File: src/rtl/instruction_sequencer_if.sv
// Loader/decoder-facing signal bundle of the instruction sequencer.
// The master side drives opcodes and decoder flags; the slave side is the sequencer.
interface instruction_sequencer_if;
    logic       instructionRegReadEnable;
    logic [7:0] nextInstruction;
    logic       endInstruction;
    logic       skipCycle;
    logic [7:0] currentInstruction;
    logic [2:0] timeState;
    logic       loadNextInstruction;
    logic       jammed;
    logic [3:0] cycleCount;

    modport master (
        output instructionRegReadEnable, nextInstruction, endInstruction, skipCycle,
        input  currentInstruction, timeState, loadNextInstruction, jammed, cycleCount
    );

    modport slave (
        input  instructionRegReadEnable, nextInstruction, endInstruction, skipCycle,
        output currentInstruction, timeState, loadNextInstruction, jammed, cycleCount
    );
endinterface

File: src/rtl/instruction_sequencer.sv
// Instruction register plus T0..T6 timing-state sequencer with a JAM trap state.
// Registers only advance on edges where enableFFs and rdy are both high.
module instruction_sequencer #(
    parameter logic [2:0] JAM_STATE    = 3'd7,
    parameter logic [7:0] RESET_OPCODE = 8'h00
) (
    input  logic clk,
    input  logic nrst,
    input  logic enableFFs,
    input  logic rdy,
    instruction_sequencer_if.slave bus
);

    typedef enum logic [1:0] {BOOT, RUN, JAM} seq_state_t;

    seq_state_t state, state_next;
    logic [2:0] t_reg, t_next;
    logic [7:0] ir_reg, ir_next;
    logic [3:0] cc_reg, cc_next;
    logic [3:0] cc_inc;
    logic [3:0] t_sum;
    logic       update;

    assign update = enableFFs & rdy;
    assign cc_inc = (cc_reg == 4'd15) ? cc_reg : cc_reg + 4'd1;
    assign t_sum  = {1'b0, t_reg} + (bus.skipCycle ? 4'd2 : 4'd1);

    always_ff @(posedge clk or posedge nrst) begin
        if (nrst) begin
            state  <= BOOT;
            t_reg  <= 3'd0;
            ir_reg <= RESET_OPCODE;
            cc_reg <= 4'd0;
        end else if (update) begin
            state  <= state_next;
            t_reg  <= t_next;
            ir_reg <= ir_next;
            cc_reg <= cc_next;
        end
    end

    // An IR load overrides everything, JAM included; otherwise end beats skip beats increment.
    always_comb begin
        state_next = state;
        t_next     = t_reg;
        ir_next    = ir_reg;
        cc_next    = cc_reg;
        if (bus.instructionRegReadEnable) begin
            state_next = RUN;
            t_next     = 3'd0;
            ir_next    = bus.nextInstruction;
            cc_next    = 4'd0;
        end else begin
            case (state)
                BOOT: begin
                    state_next = RUN;
                    t_next     = 3'd0;
                    cc_next    = 4'd0;
                end
                RUN: begin
                    if (bus.endInstruction) begin
                        t_next  = 3'd0;
                        cc_next = 4'd0;
                    end else begin
                        cc_next = cc_inc;
                        if (t_sum > 4'd6) begin
                            state_next = JAM;
                        end else begin
                            t_next = t_sum[2:0];
                        end
                    end
                end
                JAM: begin
                    cc_next = cc_inc;
                end
                default: begin
                    state_next = BOOT;
                    t_next     = 3'd0;
                    cc_next    = 4'd0;
                end
            endcase
        end
    end

    assign bus.currentInstruction  = ir_reg;
    assign bus.timeState           = (state == JAM) ? JAM_STATE : t_reg;
    assign bus.jammed              = (state == JAM);
    assign bus.cycleCount          = cc_reg;
    assign bus.loadNextInstruction = (bus.endInstruction && state == RUN) || (state == BOOT);

endmodule

File: src/flat_wrapper.sv
// flat-port wrapper written by rule: the top's interface ports become plain ports
module instruction_sequencer_flat 
#(
    parameter logic [2:0] JAM_STATE    = 3'd7,
    parameter logic [7:0] RESET_OPCODE = 8'h00
)
  (clk, nrst, enableFFs, rdy, bus_instructionRegReadEnable, bus_nextInstruction, bus_endInstruction, bus_skipCycle, bus_currentInstruction, bus_timeState, bus_loadNextInstruction, bus_jammed, bus_cycleCount);
  instruction_sequencer_if bus_i ();
  input  logic clk;
  input  logic nrst;
  input  logic enableFFs;
  input  logic rdy;
  input wire logic [$bits(bus_i.instructionRegReadEnable)-1:0] bus_instructionRegReadEnable;
  input wire logic [$bits(bus_i.nextInstruction)-1:0] bus_nextInstruction;
  input wire logic [$bits(bus_i.endInstruction)-1:0] bus_endInstruction;
  input wire logic [$bits(bus_i.skipCycle)-1:0] bus_skipCycle;
  output wire logic [$bits(bus_i.currentInstruction)-1:0] bus_currentInstruction;
  output wire logic [$bits(bus_i.timeState)-1:0] bus_timeState;
  output wire logic [$bits(bus_i.loadNextInstruction)-1:0] bus_loadNextInstruction;
  output wire logic [$bits(bus_i.jammed)-1:0] bus_jammed;
  output wire logic [$bits(bus_i.cycleCount)-1:0] bus_cycleCount;
  assign bus_i.instructionRegReadEnable = bus_instructionRegReadEnable;
  assign bus_i.nextInstruction = bus_nextInstruction;
  assign bus_i.endInstruction = bus_endInstruction;
  assign bus_i.skipCycle = bus_skipCycle;
  assign bus_currentInstruction = bus_i.currentInstruction;
  assign bus_timeState = bus_i.timeState;
  assign bus_loadNextInstruction = bus_i.loadNextInstruction;
  assign bus_jammed = bus_i.jammed;
  assign bus_cycleCount = bus_i.cycleCount;
  instruction_sequencer #(.JAM_STATE(JAM_STATE), .RESET_OPCODE(RESET_OPCODE)) u_core (.clk(clk), .nrst(nrst), .enableFFs(enableFFs), .rdy(rdy), .bus(bus_i));
endmodule
File: config.mk
export PLATFORM = sky130hd
export DESIGN_NAME = instruction_sequencer_flat
export DESIGN_NICKNAME = d
export VERILOG_FILES = /design/src/rtl/instruction_sequencer_if.sv /design/src/rtl/instruction_sequencer.sv /design/src/flat_wrapper.sv
export SDC_FILE = /design/constraint.sdc
export NUM_CORES = 1
export LEC_CHECK = 0
export CORE_MARGIN = 2
export CORE_UTILIZATION = 45
export CTS_CLUSTER_DIAMETER = 200
export CTS_CLUSTER_SIZE = 25
export DETAILED_ROUTE_END_ITERATION = 7
export PLACE_DENSITY_LB_ADDON = 0.08
export SETUP_SLACK_MARGIN = 0.05
export SLEW_MARGIN = 0
export SYNTH_ARGS = -nofsm -noshare
export SYNTH_HDL_FRONTEND = slang
export SYNTH_SLANG_ARGS = --single-unit
export TNS_END_PERCENT = 20
File: constraint.sdc
create_clock -name clk -period 2.7 [get_ports clk]
set_input_delay 0.54 -clock clk [delete_from_list [all_inputs] [get_ports clk]]
set_output_delay 0.54 -clock clk [all_outputs]
set_load 0.02 [all_outputs]
Word level (Yosys, flattened, before mapping)
Cells that the tools add are included.
{"block": "totals", "regBits": 17, "inputBits": 15, "output_inout_bits": 17, "elab_cells": 35}
{"block": "classes", "add_sub_neg": 2, "n_lt_le_gt_ge": 1, "eq_ne": 7, "n_mux": 14, "n_bitwise": 1, "n_reduce_logical": 6}
{"op": "3-bit 2-to-1 mux", "count": 4}
{"op": "4-bit 2-to-1 mux", "count": 3}
{"op": "2-bit 2-to-1 mux", "count": 4}
{"op": "4-bit one-hot mux with 2 select lines", "count": 1}
{"op": "2-bit one-hot mux with 3 select lines", "count": 1}
{"op": "3-bit one-hot mux with 2 select lines", "count": 1}
{"op": "3-bit by 4-bit adder with 4-bit output", "count": 1}
{"op": "4-bit by 1-bit adder with 4-bit output (second input constant)", "count": 1}
{"op": "4-bit == test (second input constant)", "count": 1}
{"op": "4-bit by 3-bit greater-than comparator with 1-bit output (second input constant)", "count": 1}
{"op": "4-bit inequality test (second input constant)", "count": 1}
{"op": "4-bit AND reduction", "count": 1}
{"op": "3-bit by 2-bit inequality test with 1-bit output (second input constant)", "count": 1}
{"op": "3-bit inequality test (second input constant)", "count": 1}
{"op": "3-bit AND reduction", "count": 1}
{"op": "2-bit by 1-bit == test with 1-bit output (second input constant)", "count": 1}
{"op": "2-bit == test (second input constant)", "count": 1}
{"op": "2-bit logical NOT", "count": 1}
{"op": "2-bit inequality test (second input constant)", "count": 1}
{"op": "2-bit AND reduction", "count": 1}
{"op": "1-bit bitwise AND", "count": 1}
{"op": "1-bit logical AND", "count": 1}
{"op": "1-bit logical OR", "count": 1}

Logic depth before layout (Yosys ltp)
{"block": "logic_depth", "word_depth": 7, "depth_mapped": 7}

Worst setup path after synthesis
OpenSTA, ideal clock, no wires.
{"block": "synth_path", "path_kind": "in2reg", "start": "input bus_skipCycle", "end": "register u_core.state[1]", "setup_time_ps": 77, "arrival_ps": 2127, "required_time_ps": 2623, "path_slack_ps": 496, "cell_stages": 7, "path_cell_list": "inv_1 ha_1 fa_1 nand3b_1 and4b_1 or4_1 a21oi_1"}
{"block": "synth_between", "elab_chain_len": 5}
{"item": "from (decl)", "line": "flat_wrapper.sv:16", "rtl": "input wire logic [$bits(bus_i.skipCycle)-1:0] bus_skipCycle;"}
{"item": "2-bit 2-to-1 mux", "line": "instruction_sequencer.sv:26", "rtl": "assign t_sum = {1'b0, t_reg} + (bus.skipCycle ? 4'd2 : 4'd1);"}
{"item": "3-bit by 4-bit adder with 4-bit output", "line": "instruction_sequencer.sv:26"}
{"item": "4-bit by 3-bit greater-than comparator with 1-bit output", "line": "instruction_sequencer.sv:66", "rtl": "if (t_sum > 4'd6) begin"}
{"item": "3-bit by 2-bit inequality test with 1-bit output (no source line)"}
{"item": "4-bit AND reduction (no source line)"}
{"item": "to (signal assigned)", "line": "instruction_sequencer.sv:35", "rtl": "state <= state_next;"}
{"item": "to (decl)", "line": "instruction_sequencer.sv:16", "rtl": "seq_state_t state, state_next;"}
No other way between the ends.
A chain may end at the register's enable or synchronous reset.

Final worst setup path
{"block": "layout_path", "start": "register u_core.state[0]", "end": "output bus_timeState[0]"}
{"block": "layout_between", "elab_chain_len": 2}
{"item": "2-bit == test", "line": "instruction_sequencer.sv:86", "rtl": "assign bus.timeState = (state == JAM) ? JAM_STATE : t_reg;"}
{"item": "3-bit 2-to-1 mux", "line": "instruction_sequencer.sv:86"}
{"item": "to (decl)", "line": "flat_wrapper.sv:18", "rtl": "output wire logic [$bits(bus_i.timeState)-1:0] bus_timeState;"}
No other way between the ends.

==> impl_metrics.csv <==
group,metric,value,unit
worst_setup_path,worst-endpoint-arrival,1.94,ns
cells_and_area,nets,156,
logic_synthesis,ys_seq_elements,17,
die,die_y,51.05,um
sta,holdWs,0.5114,ns
worst_setup_path,cp-end-kind,"primary output",
worst_setup_path,cp_data_required_time,2.16,ns
worst_setup_path,slowest_stage,"clkdlybuf4s50_1",
die,dieArea,2606,um2
power,power_frac_clock,16.4,%
cells_and_area,area_growth,40.70,%
flow_run,drv_cap,0,
worst_setup_path,crit_buf_inv,2,
sta,fin_crit_sh,91.92,%
clocking,insertion_delay,0.29,ns
global_route,overflow,0,
worst_setup_path,crit_chain,"inv_1 > ha_1 > or2_2 > clkdlybuf4s50_1",
logic_synthesis,synth.net_count,116,
power,power_frac_seq,40.5,%
worst_setup_path,path_max_fanout,7,
clocking,cts_buffer_depth,2,
cells_and_area,drive_gt1_share,18.05,%
routing,drt_iter0_drc,15,
logic_synthesis,synth.distinct_cells,35,
logic_synthesis,syn-instance-count,94,
routing,avgViaCountPerCell,5.366,
logic_synthesis,synth_area,996.0,um2
sta,worst_slew_pin_slew,0.6117,ns
worst_setup_path,worstSetupStartpointType,"register",
global_route,grt_pass1_wl,3.443,mm
cells_and_area,antennaDiodeCount,0,
clocking,ctsResizeCount,0,
clocking,cts-hold-fix-buffers,0,
sta,fin_tns_setup,0,ns
sta,post-route-min-period,2.482,ns
die,core_area,2148,um2
clocking,htreeDepth,1,
clocking,cts_tree,"yes",
routing,finalWirelength,1.998,mm
die,fp-row-count,17,
die,initial_core_util,46.36,%
routing,drc,0,
sta,max_freq,402.9,MHz
sta,fin_skew,0.0004961,ns
sta,maxSlewViolCount,0,
routing,wl_per_cell,12.41,um
routing,dr.pass1.iters,4,
sta,hold_viol_final,0,
power,switching_share,33.65,%
status,status,"completed",
placement,place_hpwl,1.556,mm
sta,timing.slew.headroom,59.17,%
global_route,grt_pass1_vias,811,
clocking,numCtsBuffers,3,
global_route,track_usage,17.36,%
clocking,cts-root-buf,"clkbuf_4",
logic_synthesis,ys.warnings.count,0,
worst_setup_path,max_stage_delay,0.54,ns
power,ir_drop,512.3,uV
power,p_sw,271.4,uW
global_route,antenna_found_initial,0,
clocking,cts_sinks,17,
placement,place.port_buffers,31,
min_path,hold_path_class,"reg -> reg",
placement,gpl.final_weighted_congestion,0.8371,
power,power.density,575.7,nW/um2
power,p_leak,0.6243,nW
logic_synthesis,syn_avg_cell_area,10.60,um2
worst_setup_path,worst-setup-path-type,"reg -> out",
clocking,path_clk_slew,0.10,ns
logic_synthesis,synth_seq_area_share,42.71,%
die,ios,32,
die,die_x,51.05,um
worst_setup_path,critPathTopFamily,"buffers and inverters",
power,p_int,535.3,uW
sta,setup_viol,0,
power,pwr-share-comb,43.1,%
global_route,grt_max_degree,18,
routing,vias,864,
sta,rsz0062_at_grt,"false",
cells_and_area,largest_reg_flops,8,
cells_and_area,fillers,182,
routing,ant_nets,0,
clocking,postCtsSetupRepairBufs,0,
metal layers:
| metal | vias to the layer above | GRT usage, % | wire length, um |
|---|---|---|---|
| met5 | - | 0 | 0 |
| met4 | 0 | 4.505 | 0 |
| met3 | 0 | 5.556 | 107 |
| met2 | 22 | 27.92 | 920 |
| met1 | 416 | 22.61 | 969 |
| li1 | 426 | - | - |
power by group through the flow:
stage                     Sequential, mW  Clock, mW  Combinational, mW
after floorplan                    0.361          0              0.171
final                              0.327      0.133              0.347
after global placement             0.331          0              0.344
after CTS                          0.327      0.138              0.350
after detailed placement           0.332          0              0.347
after global routing               0.333      0.148              0.381
cells in the final DEF, fill, tap and decap left out, drive strengths merged, types with 2 or more instances in the layout:
cell / n
ha: 6
inv: 5
nand3: 6
o21ai: 4
nor4: 2
dfrtp: 17
nor2b: 4
a21oi: 6
mux2: 9
a22o: 3
or2: 3
nor2: 4
buf: 5
nand2: 6
clkdlybuf4s50: 31
clkbuf: 3
worst paths after layout:
path	cells after the start	endpoint	startpoint	slack, ns
worst min register to register	1	u_core.bus.currentInstruction[3]$_DFFE_PP0P_	u_core.bus.currentInstruction[3]$_DFFE_PP0P_	0.51
worst min-delay path	1	u_core.bus.currentInstruction[3]$_DFFE_PP0P_	u_core.bus.currentInstruction[3]$_DFFE_PP0P_	0.51
max in group asynchronous	2	u_core.bus.cycleCount[0]$_DFFE_PP0P_	nrst	1.69
worst max-delay path	4	bus_timeState[0]	u_core.state[0]$_DFFE_PP0P_	0.22
min in group asynchronous	2	u_core.bus.currentInstruction[0]$_DFFE_PP0P_	nrst	0.61
worst max register to register	6	u_core.state[1]$_DFFE_PP0P_	u_core.t_reg[0]$_DFFE_PP0P_	0.60
cell usage after synthesis (all sizes together):
cell type,n,area share [%]
or4,1,0.75
or2,3,1.9
buf,1,0.50
dfrtp,17,43
o311ai,1,0.88
a41o,1,1.0
nor2,4,1.5
o211ai,1,0.75
o311a,1,1.0
nor2b,4,2.5
and2,1,0.63
nand3,6,3.0
ha,6,7.5
nand2,6,2.5
or3b,1,0.88
nand3b,1,0.75
or2b,1,0.88
o211a,1,1.0
fa,1,2.0
nor4,2,1.9
mux2,9,10
a22o,3,2.6
a21o,1,0.75
a41oi,1,0.88
o21ai,4,2.0
o21bai,1,0.75
a31o,1,0.88
a31oi,1,0.63
inv,5,1.9
a21oi,6,3.0
and4b,1,1.0
and2b,1,0.75
logic make-up after synthesis:
group	synth area share [%]
flip-flops	42.71
AO/OA/AOI/OAI	16.21
buffers and inverters	2.387
adder cells (fa/ha/maj)	9.548
AND/OR/NAND/NOR	18.97
multiplexers	10.18
through the flow:
stage | power (mW) | std cells | util (%) | instance area (um2) | setup WS [ns]
final | 0.8067 | 161 | 65.23 | 1401 | 0.2183
after global routing | 0.8613 | 161 | 65.23 | 1401 | 0.1117
after CTS | 0.8149 | 161 | 65.23 | 1401 | 0.1889
after detailed placement | 0.6791 | 157 | 63.95 | 1374 | -0.06288
after global placement | 0.6746 | 157 | 63.95 | 1374 | -0.006599
after floorplan | 0.5316 | 94 | - | 996.0 | 0.4958
final cells by class:
cell class | instances | area (um2) | area share, %
Multi-Input combinational cell | 71 | 546.8 | 39.02
Tap cell | 28 | 35.03 | 2.500
Sequential cell | 17 | 425.4 | 30.36
Clock buffer | 3 | 22.52 | 1.607
Clock inverter | 1 | 5.005 | 0.3571
Timing Repair Buffer | 36 | 347.8 | 24.82
Inverter | 5 | 18.77 | 1.339
Power figures use the tool's default switching activity.
